[config.mk]
export PLATFORM = sky130hd
export DESIGN_NAME = soc_dma_master
export DESIGN_NICKNAME = d
export VERILOG_FILES = /design/src/rtl/soc_dma_master.sv
export SDC_FILE = /design/constraint.sdc
export NUM_CORES = 1
export LEC_CHECK = 0
export ABC_AREA = 1
export CORE_AREA = 10 10 132 182
export DETAILED_ROUTE_END_ITERATION = 8
export DIE_AREA = 0 0 142 192
export PLACE_DENSITY = 0.72
export SYNTH_ARGS = -nofsm -noshare
export SYNTH_HDL_FRONTEND = slang
export SYNTH_SLANG_ARGS = --single-unit
[constraint.sdc]
create_clock -name clk -period 2.6 [get_ports clk]
set_input_delay 0.52 -clock clk [delete_from_list [all_inputs] [get_ports clk]]
set_output_delay 0.52 -clock clk [all_outputs]
set_load 0.01 [all_outputs]
[src/rtl/soc_dma_master.sv]
// Single-channel word-copy DMA initiator on a fixed-latency memory bus.
// Copies word_count words src->dst, one read then one write per word, and pulses on completion.
module soc_dma_master #(
   parameter int unsigned BUS_LATENCY = 1,
   parameter int unsigned LEN_WIDTH   = 16
) (
   input  logic                 clk,
   input  logic                 res_n,
   input  logic                 start,
   input  logic [31:0]          src_addr,
   input  logic [31:0]          dst_addr,
   input  logic [LEN_WIDTH-1:0] word_count,
   input  logic                 abort,
   output logic                 busy,
   output logic                 error,
   output logic [LEN_WIDTH-1:0] words_done,
   output logic                 interrupt_trigger,
   output logic                 bus_req,
   input  logic                 bus_grant,
   output logic [31:0]          bus_addr,
   output logic                 bus_wr,
   output logic [31:0]          bus_wdata,
   output logic [3:0]           bus_wstrb,
   input  logic [31:0]          bus_rdata
);

   localparam int unsigned CntW = $clog2(BUS_LATENCY + 1);
   localparam logic [CntW-1:0] LatInit = CntW'(BUS_LATENCY);

   localparam logic [2:0] StIdle   = 3'd0;
   localparam logic [2:0] StRdReq  = 3'd1;
   localparam logic [2:0] StRdWait = 3'd2;
   localparam logic [2:0] StWrReq  = 3'd3;
   localparam logic [2:0] StDone   = 3'd4;

   logic [2:0]           state_q, state_d;
   logic [31:0]          src_q, src_d;
   logic [31:0]          dst_q, dst_d;
   logic [LEN_WIDTH-1:0] len_q, len_d;
   logic [LEN_WIDTH-1:0] done_q, done_d;
   logic [CntW-1:0]      cnt_q, cnt_d;
   logic                 abort_pend_q, abort_pend_d;
   logic                 error_q, error_d;
   logic [31:0]          addr_q, addr_d;
   logic [31:0]          wdata_q, wdata_d;

   always_comb begin
      state_d      = state_q;
      src_d        = src_q;
      dst_d        = dst_q;
      len_d        = len_q;
      done_d       = done_q;
      cnt_d        = cnt_q;
      abort_pend_d = abort_pend_q;
      error_d      = error_q;
      addr_d       = addr_q;
      wdata_d      = wdata_q;
      unique case (state_q)
         StIdle: begin
            if (start) begin
               error_d      = 1'b0;
               abort_pend_d = 1'b0;
               if ((src_addr[1:0] != 2'b00) || (dst_addr[1:0] != 2'b00)) begin
                  error_d = 1'b1;
               end else if (word_count == '0) begin
                  state_d = StDone;
               end else begin
                  state_d = StRdReq;
                  src_d   = src_addr;
                  dst_d   = dst_addr;
                  len_d   = word_count;
                  done_d  = '0;
                  addr_d  = src_addr;
               end
            end
         end
         StRdReq: begin
            if (bus_grant) begin
               state_d      = StRdWait;
               cnt_d        = LatInit;
               // A read granted together with abort still runs its wait out.
               abort_pend_d = abort;
            end else if (abort) begin
               state_d = StIdle;
            end
         end
         StRdWait: begin
            cnt_d = cnt_q - 1'b1;
            if (abort) begin
               abort_pend_d = 1'b1;
            end
            if (cnt_q == CntW'(1)) begin
               if (abort_pend_q || abort) begin
                  state_d = StIdle;
               end else begin
                  state_d = StWrReq;
                  wdata_d = bus_rdata;
                  addr_d  = dst_q;
               end
            end
         end
         StWrReq: begin
            if (bus_grant) begin
               done_d = done_q + 1'b1;
               src_d  = src_q + 32'd4;
               dst_d  = dst_q + 32'd4;
               if (abort) begin
                  state_d = StIdle;
               end else if (done_d == len_q) begin
                  state_d = StDone;
               end else begin
                  state_d = StRdReq;
                  addr_d  = src_q + 32'd4;
               end
            end else if (abort) begin
               state_d = StIdle;
            end
         end
         StDone: begin
            state_d = StIdle;
         end
         default: begin
            state_d = StIdle;
         end
      endcase
   end

   always_ff @(posedge clk) begin
      if (!res_n) begin
         state_q      <= StIdle;
         src_q        <= '0;
         dst_q        <= '0;
         len_q        <= '0;
         done_q       <= '0;
         cnt_q        <= '0;
         abort_pend_q <= 1'b0;
         error_q      <= 1'b0;
         addr_q       <= '0;
         wdata_q      <= '0;
      end else begin
         state_q      <= state_d;
         src_q        <= src_d;
         dst_q        <= dst_d;
         len_q        <= len_d;
         done_q       <= done_d;
         cnt_q        <= cnt_d;
         abort_pend_q <= abort_pend_d;
         error_q      <= error_d;
         addr_q       <= addr_d;
         wdata_q      <= wdata_d;
      end
   end

   always_comb begin
      busy              = (state_q != StIdle);
      interrupt_trigger = (state_q == StDone);
      bus_req           = (state_q == StRdReq) || (state_q == StWrReq);
      bus_wr            = (state_q == StWrReq);
      bus_wstrb         = (state_q == StWrReq) ? 4'hF : 4'h0;
      bus_addr          = addr_q;
      bus_wdata         = wdata_q;
      error             = error_q;
      words_done        = done_q;
   end

endmodule
==> qor.log <==
[critical_path] Critical Path RT 2080 ps
[power] leakage component of the power 4.821 nW
[die] area enclosed by the die boundary 27260 sq um
[die] Die Y 192 um
[critical_path] worst path arrival time 1980 ps
[die] # rows 62
[synthesis] average instance area after synthesis 6.514 sq um
[sta] actual transition at the worst max-transition pin 617.1 ps
[grt] first-pass GRT wire length 50800 um
[synthesis] register bit count reported by yosys 166
[place] # port buffers 205
[synthesis] Synth cell types 48
[routing] drc violations 0
[place] placer congestion estimate 0.9993
[final_layout] final standard cell utilization of the core 0.6014
[critical_path] worst reg-to-reg path cell count 15
[final_layout] layout overhead on the synthesized area 34.65%
[final_layout] number of non-filler instances in the completed layout 1882
[sta] Max Fclk 399.4 MHz
[run_status] run status completed
[final_layout] final net count 1733
[critical_path] maximum cell stage delay along the critical path 550 ps
[grt] initial antenna violation count 1
[routing] routed wire length 32130 um
[critical_path] kind of start point of the critical path flip-flop
[sta] fin crit share 0.9629
[cts] CTS Root Cell clkbuf_16
[cts] TritonCTS sink count 166
[die] initial core utilization 0.4466
[power] sum of internal, switching and leakage power 5.721 mW
[sta] Worst Hold Slack 437.8 ps
[critical_path] worst setup path category flip-flop to primary output
[grt] via count of the first global-routing pass 9889
[place] number of cells in the design after placement 1848
[critical_path] Levels on crit path 4
[die] Core Region 20480 sq um
[synthesis] post-synthesis sequential area ratio 0.3633
[cts] number of levels in the clock H-tree 4
[power] peak supply drop 0.0004849 V
[routing] Starting DRT DRC Count 657
[routing] count of antenna-violating nets left after detailed routing 0
[synthesis] post-synthesis cell count 1404
[worst_hold_path] number of cells traversed by the worst hold path 2
[cts] clock-pin slew on the worst setup and hold paths 70 ps
[cts] Clock Latency Late Sink 440 ps
[final_layout] antenna cells 0
[power] Cell Pwr Density 464.5 nW/um^2
[sta] # setup viols final 0
[critical_path] cell type group with the largest total delay on the critical path buffers and inverters
[sta] total count of max-transition violations in the final report 0
[critical_path] number of buffers and inverters on the critical path 3
[synthesis] top flip-flop cell by instance count after synthesis dfxtp_1
[grt] overflow left after global routing 0
[routing] routed length per instance 17.07 um
[sta] Layout Skew 12.19 ps
[routing] vias per inst 5.440
[grt] GRT Resource Usage Total 0.2287
[synthesis] total of warnings raised by yosys 0
[cts] total clock buffers created by CTS 17
[synthesis] fraction of registers with async set or reset after synthesis 0
[sta] headroom to the max-slew limit 0.5842
[die] width of the die 142 um
[critical_path] largest driver fanout on the critical path 6
[die] # IOs 206
[critical_path] capturing element type of the critical path primary output
[routing] Via Count 10239
[synthesis] number of enable-type register cells in the synthesized netlist 0
[critical_path] slowest CP cell clkdlybuf4s50_1
[critical_path] sequence of cells on the critical path inv_1 > nor2_4 > buf_12 > clkdlybuf4s50_1
[sta] number of hold violations in the final report 0
[job] number of max-cap violations 0
[worst_hold_path] Min-Delay Path Class flip-flop to flip-flop
[sta] unrepaired setup endpoints after global routing yes
[final_layout] fraction of final layout cells sized beyond drive strength 1 0.07811
[synthesis] post-synthesis net count 1524
[routing] total iterations of the first detailed-routing run 8
[synthesis] synthesized cell area 9146 sq um
[place] detailed placer's ending HPWL 24130 um
[grt] pin count of the biggest net entering global routing 77
[cts] Clock Tree Buf Depth 2
[cts] hold-fix buffers at CTS 0
[sta] minimum clock period after layout 2504 ps
[cts] TritonCTS clock tree built
-- kinds of logic after synthesis --
group / share of synthesized area
XOR/XNOR: 0.02189
buffers and inverters: 0.09289
flip-flops: 0.3633
adder cells (fa/ha/maj): 0.004104
AO/OA/AOI/OAI: 0.1979
AND/OR/NAND/NOR: 0.3198
-- timing repair --
action,4_1_cts,5_1_grt
resized for setup,0,10
pin swaps,1,3
buffers inserted,1,1
endpoints found under the setup margin,5,32
-- Yosys cell counts (8+ instances only) --
master / count / area [sq um]
nand4_1: 21 / 131.4
buf_2: 19 / 95.09
nor3_1: 26 / 130.1
o211ai_1: 21 / 157.7
xor2_1: 9 / 78.83
o21ai_0: 130 / 650.6
buf_4: 8 / 60.06
clkbuf_1: 40 / 150.1
or2_2: 10 / 62.56
nand3_1: 94 / 470.5
a221oi_1: 14 / 122.6
dfxtp_1: 166 / 3323
inv_1: 130 / 488.0
nand2_1: 306 / 1149
nor2_1: 207 / 777.0
a21oi_1: 116 / 580.6
a31oi_1: 9 / 56.30
-- through the flow --
stage | area, sq um | TNS [ps] | worst slack (ps)
2_1_floorplan | 9146 | 0 | 486.7
3_3_place_gp | 11700 | 0 | 17.92
3_5_place_dp | 11700 | -1892 | -119.9
4_1_cts | 12280 | 0 | 88.02
5_1_grt | 12320 | -4.610 | -4.610
6_report | 12320 | 0 | 96.45
-- registers in the layout, summed over array words and instances, names as in the netlist --
signal        count
error             1
len_q            16
bus_addr         32
abort_pend_q      1
cnt_q             1
src_q            32
dst_q            32
state_q           3
words_done       16
bus_wdata        32
-- layout by cell type, fill, tap and decap left out, types with 2 or more instances in the layout --
master,Yosys,final
nand2_1,306,305
nor2_1,207,207
clkdlybuf4s50_1,0,204
dfxtp_1,166,162
o21ai_0,130,130
inv_1,130,129
a21oi_1,116,116
nand3_1,94,94
buf_4,8,47
nor3_1,26,26
nand4_1,21,21
o211ai_1,21,21
clkbuf_16,0,17
a221oi_1,14,14
or2_2,10,10
xor2_1,9,9
a31oi_1,9,9
buf_12,0,9
inv_2,6,7
nor2_4,5,6
nor4_1,6,6
xnor2_1,6,6
a22oi_1,5,5
a211oi_1,5,5
inv_6,0,5
o22ai_1,4,4
o221ai_1,4,4
nand2_2,2,3
nor2_2,4,3
o21ai_1,3,3
clkinvlp_4,0,3
dfxtp_2,0,3
xnor3_1,2,2
nand2_4,2,2
a311oi_1,2,2
ha_1,3,2
clkbuf_1,40,2
clkinv_4,0,2
inv_8,0,2
-- where the power goes --
part / total (mW) / switching, mW / internal, mW / leakage, nW
Sequential: 2.64 / 0.0418 / 2.60 / 1.34
Combinational: 0.575 / 0.265 / 0.309 / 3.21
Clock: 2.51 / 1.16 / 1.35 / 0.269
Total: 5.72 / 1.47 / 4.26 / 4.82
-- layout make-up --
cell class	count	area (sq um)
Timing Repair Buffer	262	2591
Clock inverter	13	136.4
Fill cell	1979	8164
Clock buffer	19	432.9
Tap cell	256	320.3
Multi-Input combinational cell	1030	4994
Inverter	136	510.5
Sequential cell	166	3331
-- metal layers --
layer  global-route usage  vias to the layer above  part of all wire
met1               0.2567                     4669              0.39
met3              0.05586                       66             0.077
met4               0.1111                        2             0.039
met2               0.3943                      428              0.49
met5                    0                        -           0.00040
li1                     -                     5074                 -
-- worst paths after layout --
check / from / end / slack [ps]
worst max-delay path: state_q[0]$_SDFFE_PN0P_ / bus_wstrb[1] / 100
worst min-delay path: dst_q[0]$_SDFFE_PN0P_ / dst_q[0]$_SDFFE_PN0P_ / 440
worst max register to register: src_q[2]$_SDFFE_PN0P_ / bus_addr[26]$_SDFFE_PN0P_ / 160
worst min register to register: dst_q[0]$_SDFFE_PN0P_ / dst_q[0]$_SDFFE_PN0P_ / 440
-- worst reg2reg max path, stage by stage (launching register included) --
cell	delay, ps
dfxtp_1	390
ha_1	190
nand2_1	60
nor2_1	180
nand2_1	120
nor2_1	200
nand4_1	270
nor3_1	280
nand2_1	80
nand3_1	110
nand2_1	70
nor2_1	100
buf_4	140
nand2_1	50
nand2_1	60
nor2_1	30
No activity file was read; power rests on OpenSTA's default activity.
